## config.mk

```make
export PLATFORM = sky130hd
export DESIGN_NAME = new_pc
export DESIGN_NICKNAME = d
export VERILOG_FILES = /design/src/rtl/new_pc.sv
export SDC_FILE = /design/constraint.sdc
export NUM_CORES = 1
export LEC_CHECK = 0
export CAP_MARGIN = 20
export CELL_PAD_IN_SITES_DETAIL_PLACEMENT = 1
export CELL_PAD_IN_SITES_GLOBAL_PLACEMENT = 1
export CORE_MARGIN = 2
export CORE_UTILIZATION = 45
export DETAILED_ROUTE_END_ITERATION = 8
export DONT_BUFFER_PORTS = 1
export HOLD_SLACK_MARGIN = 0.06
export PLACE_DENSITY_LB_ADDON = 0.1
export SYNTH_ARGS = -nofsm -noshare
export SYNTH_HDL_FRONTEND = slang
export SYNTH_SLANG_ARGS = --single-unit
```

## constraint.sdc

```tcl
create_clock -name clk_i -period 0.8 [get_ports clk_i]
set_input_delay 0.04 -clock clk_i [delete_from_list [all_inputs] [get_ports clk_i]]
set_output_delay 0.04 -clock clk_i [all_outputs]
set_load 0.03 [all_outputs]
```

## src/rtl/new_pc.sv

```systemverilog
// new_pc: next-program-counter unit.
// Selects the next fetch address from the current PC and one of several
// sources (sequential, conditional/unconditional relative branch, absolute
// jump, interrupt vector, call-stack return) and registers it into PC_o.
// Interface contract: there is no valid/ready handshake; the register
// captures a new value on every rising clk_i edge while rst_ni is high, and
// a stall is requested by the decoder with the hold code (0001).
module new_pc (
  input  logic        clk_i,
  input  logic        rst_ni,
  input  logic [3:0]  PCoper_i,
  input  logic        zero_i,
  input  logic        carry_i,
  input  logic [11:0] int_i,
  input  logic [11:0] stk_i,
  input  logic [7:0]  offset_i,
  input  logic [11:0] jump_i,
  input  logic [11:0] PC_i,
  output logic [11:0] PC_o
);

  // Operation codes driven by the decoder.
  localparam logic [3:0] OP_SEQ  = 4'b0000;
  localparam logic [3:0] OP_HOLD = 4'b0001;
  localparam logic [3:0] OP_BZ   = 4'b0100;
  localparam logic [3:0] OP_BNZ  = 4'b0101;
  localparam logic [3:0] OP_BC   = 4'b0110;
  localparam logic [3:0] OP_BNC  = 4'b0111;
  localparam logic [3:0] OP_JMP  = 4'b1000;
  localparam logic [3:0] OP_INT  = 4'b1010;
  localparam logic [3:0] OP_BRA  = 4'b1011;
  localparam logic [3:0] OP_RET  = 4'b1100;

  // Source chosen for the next PC; the code alone decides, no priority.
  typedef enum logic [2:0] {
    SRC_SEQ  = 3'd0,
    SRC_HOLD = 3'd1,
    SRC_REL  = 3'd2,
    SRC_JMP  = 3'd3,
    SRC_INT  = 3'd4,
    SRC_RET  = 3'd5
  } src_e;

  src_e        src;
  logic [11:0] pc_seq;
  logic [11:0] pc_rel;
  logic [11:0] disp;
  logic [11:0] nxt;

  // Sign-extended displacement; the branch base is PC_i itself, and both
  // additions wrap silently modulo 4096.
  assign disp   = {{4{offset_i[7]}}, offset_i};
  assign pc_seq = PC_i + 12'd1;
  assign pc_rel = PC_i + disp;

  // Decode the operation code into a source; flags only affect 0100-0111.
  always_comb begin
    src = SRC_SEQ;
    case (PCoper_i)
      OP_SEQ:  src = SRC_SEQ;
      OP_HOLD: src = SRC_HOLD;
      OP_BZ:   src = zero_i    ? SRC_REL : SRC_SEQ;
      OP_BNZ:  src = !zero_i   ? SRC_REL : SRC_SEQ;
      OP_BC:   src = carry_i   ? SRC_REL : SRC_SEQ;
      OP_BNC:  src = !carry_i  ? SRC_REL : SRC_SEQ;
      OP_JMP:  src = SRC_JMP;
      OP_INT:  src = SRC_INT;
      OP_BRA:  src = SRC_REL;
      OP_RET:  src = SRC_RET;
      default: src = SRC_SEQ;
    endcase
  end

  // Route the selected source onto the next-PC bus.
  always_comb begin
    nxt = pc_seq;
    case (src)
      SRC_SEQ:  nxt = pc_seq;
      SRC_HOLD: nxt = PC_i;
      SRC_REL:  nxt = pc_rel;
      SRC_JMP:  nxt = jump_i;
      SRC_INT:  nxt = int_i;
      SRC_RET:  nxt = stk_i;
      default:  nxt = pc_seq;
    endcase
  end

  // PC register: async clear to 0, otherwise load nxt every edge.
  always_ff @(posedge clk_i or negedge rst_ni) begin
    if (!rst_ni) PC_o <= 12'h000;
    else         PC_o <= nxt;
  end

endmodule

```

### Yosys cells after proc, flatten, opt, wreduce, memory -nomap -nowiden

Index checks and enable logic that the tools add are counted.

| operators by class | value |
|---|---|
| add/sub/neg operators | 2 |
| equality and inequality tests | 14 |
| mux-type cells | 6 |

Operators by type and width:

| cell | count |
|---|---|
| $pmux W12 S5 | 1 |
| $pmux W3 S9 | 1 |
| $eq A4 B3 Y1 const B | 4 |
| $eq A4 B4 Y1 const B | 4 |
| $add A12 B1 Y12 const B | 1 |
| $add A12 B12 Y12 | 1 |
| $mux W2 | 4 |
| $eq A3 B2 Y1 const B | 2 |
| $eq A3 B3 Y1 const B | 2 |
| $eq A4 B1 Y1 const B | 1 |
| $eq A3 B1 Y1 const B | 1 |

| word-level totals | value |
|---|---|
| register bits after elaboration | 12 |
| output and inout bits | 12 |
| logic and storage cells | 23 |

### Logic depth before layout (Yosys ltp)

| logic depth | value |
|---|---|
| word-level depth | 4 |
| gate-level depth with buffers | 14 |
| depth with buffers taken out | 13 |

### Worst setup path before layout

No wires, ideal clock.

| path | value |
|---|---|
| path type | input-to-reg |
| start | input PCoper_i[1] |
| end | register PC_o[10] |
| library setup time | 0.120 ns |
| arrival | 2.624 ns |
| slack | -1.944 ns |
| stages on the path | 14 |
| cell sequence | buf_4 > mux2i_2 > xnor2_1 > a32oi_2 > or2_2 > ha_1 > inv_1 > fa_1 > nor2b_4 > o21ai_2 > a21boi_2 > o311a_1 > or3_1 > a31o_1 |

| on the way | value |
|---|---|
| cells in the longest elaborated chain, start to end | 4 |
| elaborated cells between the ends (all ways) | 16 |
| classes of those cells | 14 x eq/ne; 2 x mux |

RTL lines:

| element | line | RTL |
|---|---|---|
| start: declaration | 11 | `input logic [3:0] PCoper_i,` |
| $eq A4 B4 Y1 (tied with other cells) | 59 | `case (PCoper_i)` |
| $pmux W3 S9 (*) | 59 |  |
| $eq A3 B3 Y1 (tied with other cells) | 77 | `case (src)` |
| $pmux W12 S5 (*) | 77 |  |
| net nxt[10] | 48 | `logic [11:0] nxt;` |
| end signal: assignment | 91 | `else PC_o <= nxt;` |
| end: declaration | 19 | `output logic [11:0] PC_o` |

Mark *: on every way through the listed nets, which the timed path passes. The rest lies on a longest branch.

### Worst setup path after layout

Same ends and word-level chain as after synthesis.

==> metrics.txt <==
# TYPE chip_impl_metric gauge
chip_impl_info{name="run_status",value="finished with violations"} 1
chip_impl_info{name="violations_in_the_final_reports",value="negative hold slack, negative setup slack"} 1
chip_impl_info{name="worst-setup-path-type",value="input pin to register"} 1
chip_impl_metric{name="period_minus_slack",unit="ps"} 2190
chip_impl_metric{name="grt_usage",unit=""} 0.335
chip_impl_metric{name="slew_headroom",unit=""} 0.673
chip_impl_metric{name="final_replace_weighted_congestion",unit=""} 0.884
chip_impl_info{name="synth_flop_cell",value="sky130_fd_sc_hd__dfrtp_1"} 1
chip_impl_info{name="grt_setup_unrepaired",value="yes"} 1
chip_impl_metric{name="place_inst",unit=""} 235
chip_impl_metric{name="synthesis.area_per_instance",unit="µm²"} 8.84
chip_impl_metric{name="clkSinkCount",unit=""} 12
chip_impl_metric{name="netlist-cell-type-count",unit=""} 57
chip_impl_metric{name="clk_transition_reported_paths",unit="ps"} 70
chip_impl_metric{name="number_of_top_level_design_ports",unit=""} 76
chip_impl_metric{name="fin_setup_tns",unit="ps"} -12930
chip_impl_metric{name="row_count",unit=""} 20
chip_impl_metric{name="antenna_left",unit=""} 0
chip_impl_metric{name="synth.ff_latch_count",unit=""} 12
chip_impl_metric{name="floorplan.die.width",unit="µm"} 60.2
chip_impl_metric{name="maxCapViolCount",unit=""} 0
chip_impl_metric{name="worst-endpoint-required",unit="ps"} 960
chip_impl_metric{name="preCtsSetupSlack",unit="ps"} -1670
chip_impl_metric{name="post-layout-total-power",unit="mW"} 2.49
chip_impl_metric{name="hold_bufs_inserted_after_cts",unit=""} 9
chip_impl_info{name="synthTopCellsByArea",value="sky130_fd_sc_hd__dfrtp_1, sky130_fd_sc_hd__ha_1, sky130_fd_sc_hd__a222oi_1"} 1
chip_impl_metric{name="ant_diodes",unit=""} 0
chip_impl_metric{name="htree_num_levels",unit=""} 1
chip_impl_metric{name="cpPeakStageDelay",unit="ps"} 310
chip_impl_metric{name="postLayoutSetupSlackWorst",unit="ps"} -1390
chip_impl_metric{name="start_util",unit=""} 0.470
chip_impl_info{name="synth_top_area_cell",value="sky130_fd_sc_hd__dfrtp_1"} 1
chip_impl_metric{name="avgRoutedWirePerCell",unit="µm"} 23.9
chip_impl_info{name="crit_slowest_cell",value="sky130_fd_sc_hd__o311a_1"} 1
chip_impl_metric{name="areaGrowthSynthToFinish",unit="%"} 42.8
chip_impl_metric{name="synth_enable_flop_cells",unit=""} 0
chip_impl_metric{name="via_per_inst",unit=""} 6.58
chip_impl_metric{name="power_density",unit="nW/µm²"} 1230
chip_impl_metric{name="seq_area_frac_synth",unit=""} 0.211
chip_impl_info{name="cts-root-buf",value="sky130_fd_sc_hd__clkbuf_4"} 1
chip_impl_metric{name="crit_arrival",unit="ps"} 2350
chip_impl_metric{name="final.fill_count",unit=""} 339
chip_impl_metric{name="die_height",unit="µm"} 60.2
chip_impl_metric{name="port_buffers",unit=""} 0
chip_impl_metric{name="slew_viol_final",unit=""} 0
chip_impl_info{name="path_delay_family",value="compound AO/OA/AOI/OAI gates"} 1
chip_impl_metric{name="antenna_found_initial",unit=""} 0
chip_impl_metric{name="grt_start_max_net_pins",unit=""} 13
chip_impl_metric{name="netlist.area_leader.share",unit=""} 0.211
chip_impl_metric{name="first_global_vias",unit=""} 1710
chip_impl_metric{name="route.vias.total",unit=""} 1659
chip_impl_metric{name="floorplan.core_area",unit="µm²"} 3030
chip_impl_metric{name="setup_viol_count_final",unit=""} 17
chip_impl_metric{name="synth-async-reset-ratio",unit=""} 1.00
chip_impl_metric{name="number_of_nets_at_the_end_of_the_flow",unit=""} 285
chip_impl_metric{name="drive_gt1_frac",unit=""} 0.418
chip_impl_metric{name="synth.cell_area",unit="µm²"} 1420
chip_impl_metric{name="period_share",unit=""} 2.74
chip_impl_metric{name="grt_overflow",unit=""} 0
chip_impl_metric{name="final_cells",unit=""} 252
chip_impl_info{name="regMostFlops",value="PC_o"} 1
chip_impl_metric{name="drt_pass1_iterations",unit=""} 5
chip_impl_metric{name="timing.final.hold_violations",unit=""} 2
chip_impl_metric{name="yosys_warnings",unit=""} 0
chip_impl_metric{name="drc",unit=""} 0
chip_impl_metric{name="worst_hold_slack",unit="ps"} -37.6
chip_impl_metric{name="power.static_leakage",unit="nW"} 0.892
chip_impl_metric{name="post_detailed_placement_half_perimeter_wirelength",unit="mm"} 4.21
chip_impl_metric{name="largest_reg_flops",unit=""} 12
chip_impl_info{name="endpoint_kind",value="register"} 1
chip_impl_metric{name="die_area",unit="µm²"} 3630
chip_impl_metric{name="grt_first_pass_wirelength",unit="mm"} 8.81
chip_impl_metric{name="critical_path.n_buffers_inverters",unit=""} 1
chip_impl_info{name="cts_tree",value="yes"} 1
chip_impl_info{name="largest_registers",value="PC_o (12)"} 1
chip_impl_metric{name="tritoncts.num_buffers",unit=""} 3
chip_impl_info{name="critical_path.startpoint_type",value="input pin"} 1
chip_impl_info{name="timing.critical_path.cells",value="mux2i_4 -> xnor2_2 -> a32oi_2 -> or2_4 -> ha_4 -> inv_2 -> fa_2 -> nor2b_4 -> o21ai_4 -> a21boi_2 -> o311a_1 -> or3_1 -> a31o_1"} 1
chip_impl_metric{name="postSynthNetCount",unit=""} 237
chip_impl_metric{name="peakVddDrop",unit="mV"} 0.485
chip_impl_metric{name="post_synth_inst_count",unit=""} 161
chip_impl_metric{name="drtIter0Drc",unit=""} 156
chip_impl_metric{name="critical_path_peak_fanout",unit=""} 11
chip_impl_metric{name="timing_worst_slew_pin_value",unit="ps"} 489
chip_impl_metric{name="clock.fmax",unit="MHz"} 456
chip_impl_info{name="holdCritPathClass",value="input pin to register"} 1
chip_impl_metric{name="max-clock-path-buffers",unit=""} 2
chip_impl_metric{name="route.final.wire_length",unit="mm"} 6.04
[layer usage]
| layer | part of all wire | vias to the layer above | global-route usage | wire length (µm) |
|---|---|---|---|---|
| met4 | 0.037 | 0 | 0.0730 | 226 |
| met2 | 0.51 | 98 | 0.598 | 3090 |
| met3 | 0.081 | 21 | 0.0563 | 487 |
| met5 | 0 | - | 0 | 0 |
| li1 | - | 722 | - | - |
| met1 | 0.37 | 818 | 0.415 | 2230 |
[final timing paths]
kind,cells after the start,end,startpoint
hold / removal,2,PC_o[11],stk_i[11]
min in group asynchronous,1,PC_o[5],rst_ni
max in group asynchronous,1,PC_o[1],rst_ni
setup / recovery,13,PC_o[10],PCoper_i[1]
[placed cells by master, fill, tap and decap left out, types with 3 or more instances in the layout]
master	Yosys	routed
sky130_fd_sc_hd__a21o_1	4	4
sky130_fd_sc_hd__a21oi_1	5	4
sky130_fd_sc_hd__a222oi_1	7	7
sky130_fd_sc_hd__a22oi_1	8	8
sky130_fd_sc_hd__buf_4	3	41
sky130_fd_sc_hd__clkbuf_4	0	3
sky130_fd_sc_hd__dfrtp_1	12	5
sky130_fd_sc_hd__dfrtp_2	0	7
sky130_fd_sc_hd__dlygate4sd3_1	0	9
sky130_fd_sc_hd__ha_1	11	8
sky130_fd_sc_hd__ha_4	0	3
sky130_fd_sc_hd__inv_1	9	8
sky130_fd_sc_hd__nand2_1	8	8
sky130_fd_sc_hd__nor2_1	8	7
sky130_fd_sc_hd__nor2b_1	8	7
sky130_fd_sc_hd__o21ai_0	9	7
sky130_fd_sc_hd__xor2_1	4	4
[cell families after synthesis]
logic type	Yosys count	synth area share
compound gates	63	0.356
fa+ha+maj	12	0.111
flops	12	0.211
xor+xnor	7	0.0431
simple gates	48	0.207
buf+inv	17	0.0554
mux	2	0.0167
[where the power goes]
part / switching [mW] / internal (mW)
Clock: 0.200 / 0.277
Combinational: 0.518 / 0.524
Sequential: 0.252 / 0.720
[layout make-up]
| type | count | area (µm²) | area share |
|---|---|---|---|
| multi-input combinational | 132 | 1190 | 0.585 |
| timing repair buffer | 51 | 409 | 0.201 |
| sequential | 12 | 309 | 0.152 |
| tap | 44 | 55.1 | 0.0271 |
| clock buffer | 4 | 36.3 | 0.0179 |
| inverter | 9 | 33.8 | 0.0166 |
[cells in the mapped netlist (all sizes together), types with 2 or more instances]
master / number
nor3: 5
buf: 6
nor2b: 10
a21oi: 5
o221ai: 2
a21o: 4
o21ai: 11
ha: 11
nand2: 8
a222oi: 7
a31oi: 3
nor2: 8
a22oi: 8
a221oi: 2
mux2i: 2
o211ai: 3
and3: 2
or3: 2
inv: 9
o31ai: 3
clkbuf: 2
xnor2: 3
o21a: 2
a32oi: 2
nand4: 2
a211oi: 2
nand2b: 5
nand3b: 2
a21boi: 2
xor2: 4
dfrtp: 12
[through the flow]
stage	hold slack (ps)	area, µm²	util
after floorplan	-256	1470	-
after global placement	-255	1750	0.579
after detailed placement	-255	1750	0.579
after CTS	-44.5	1950	0.645
after global routing	-27.1	2030	0.671
final	-37.6	2030	0.671
[repair_timing]
item | 4_1_cts | 5_1_grt
pin swaps | 12 | 4
gates resized for setup | 15 | 13
setup endpoints to repair | 20 | 24
endpoints found under the hold margin | 20 | 4
setup buffers | 1 | 3
Note: power is estimated with default switching activity, not from simulation.
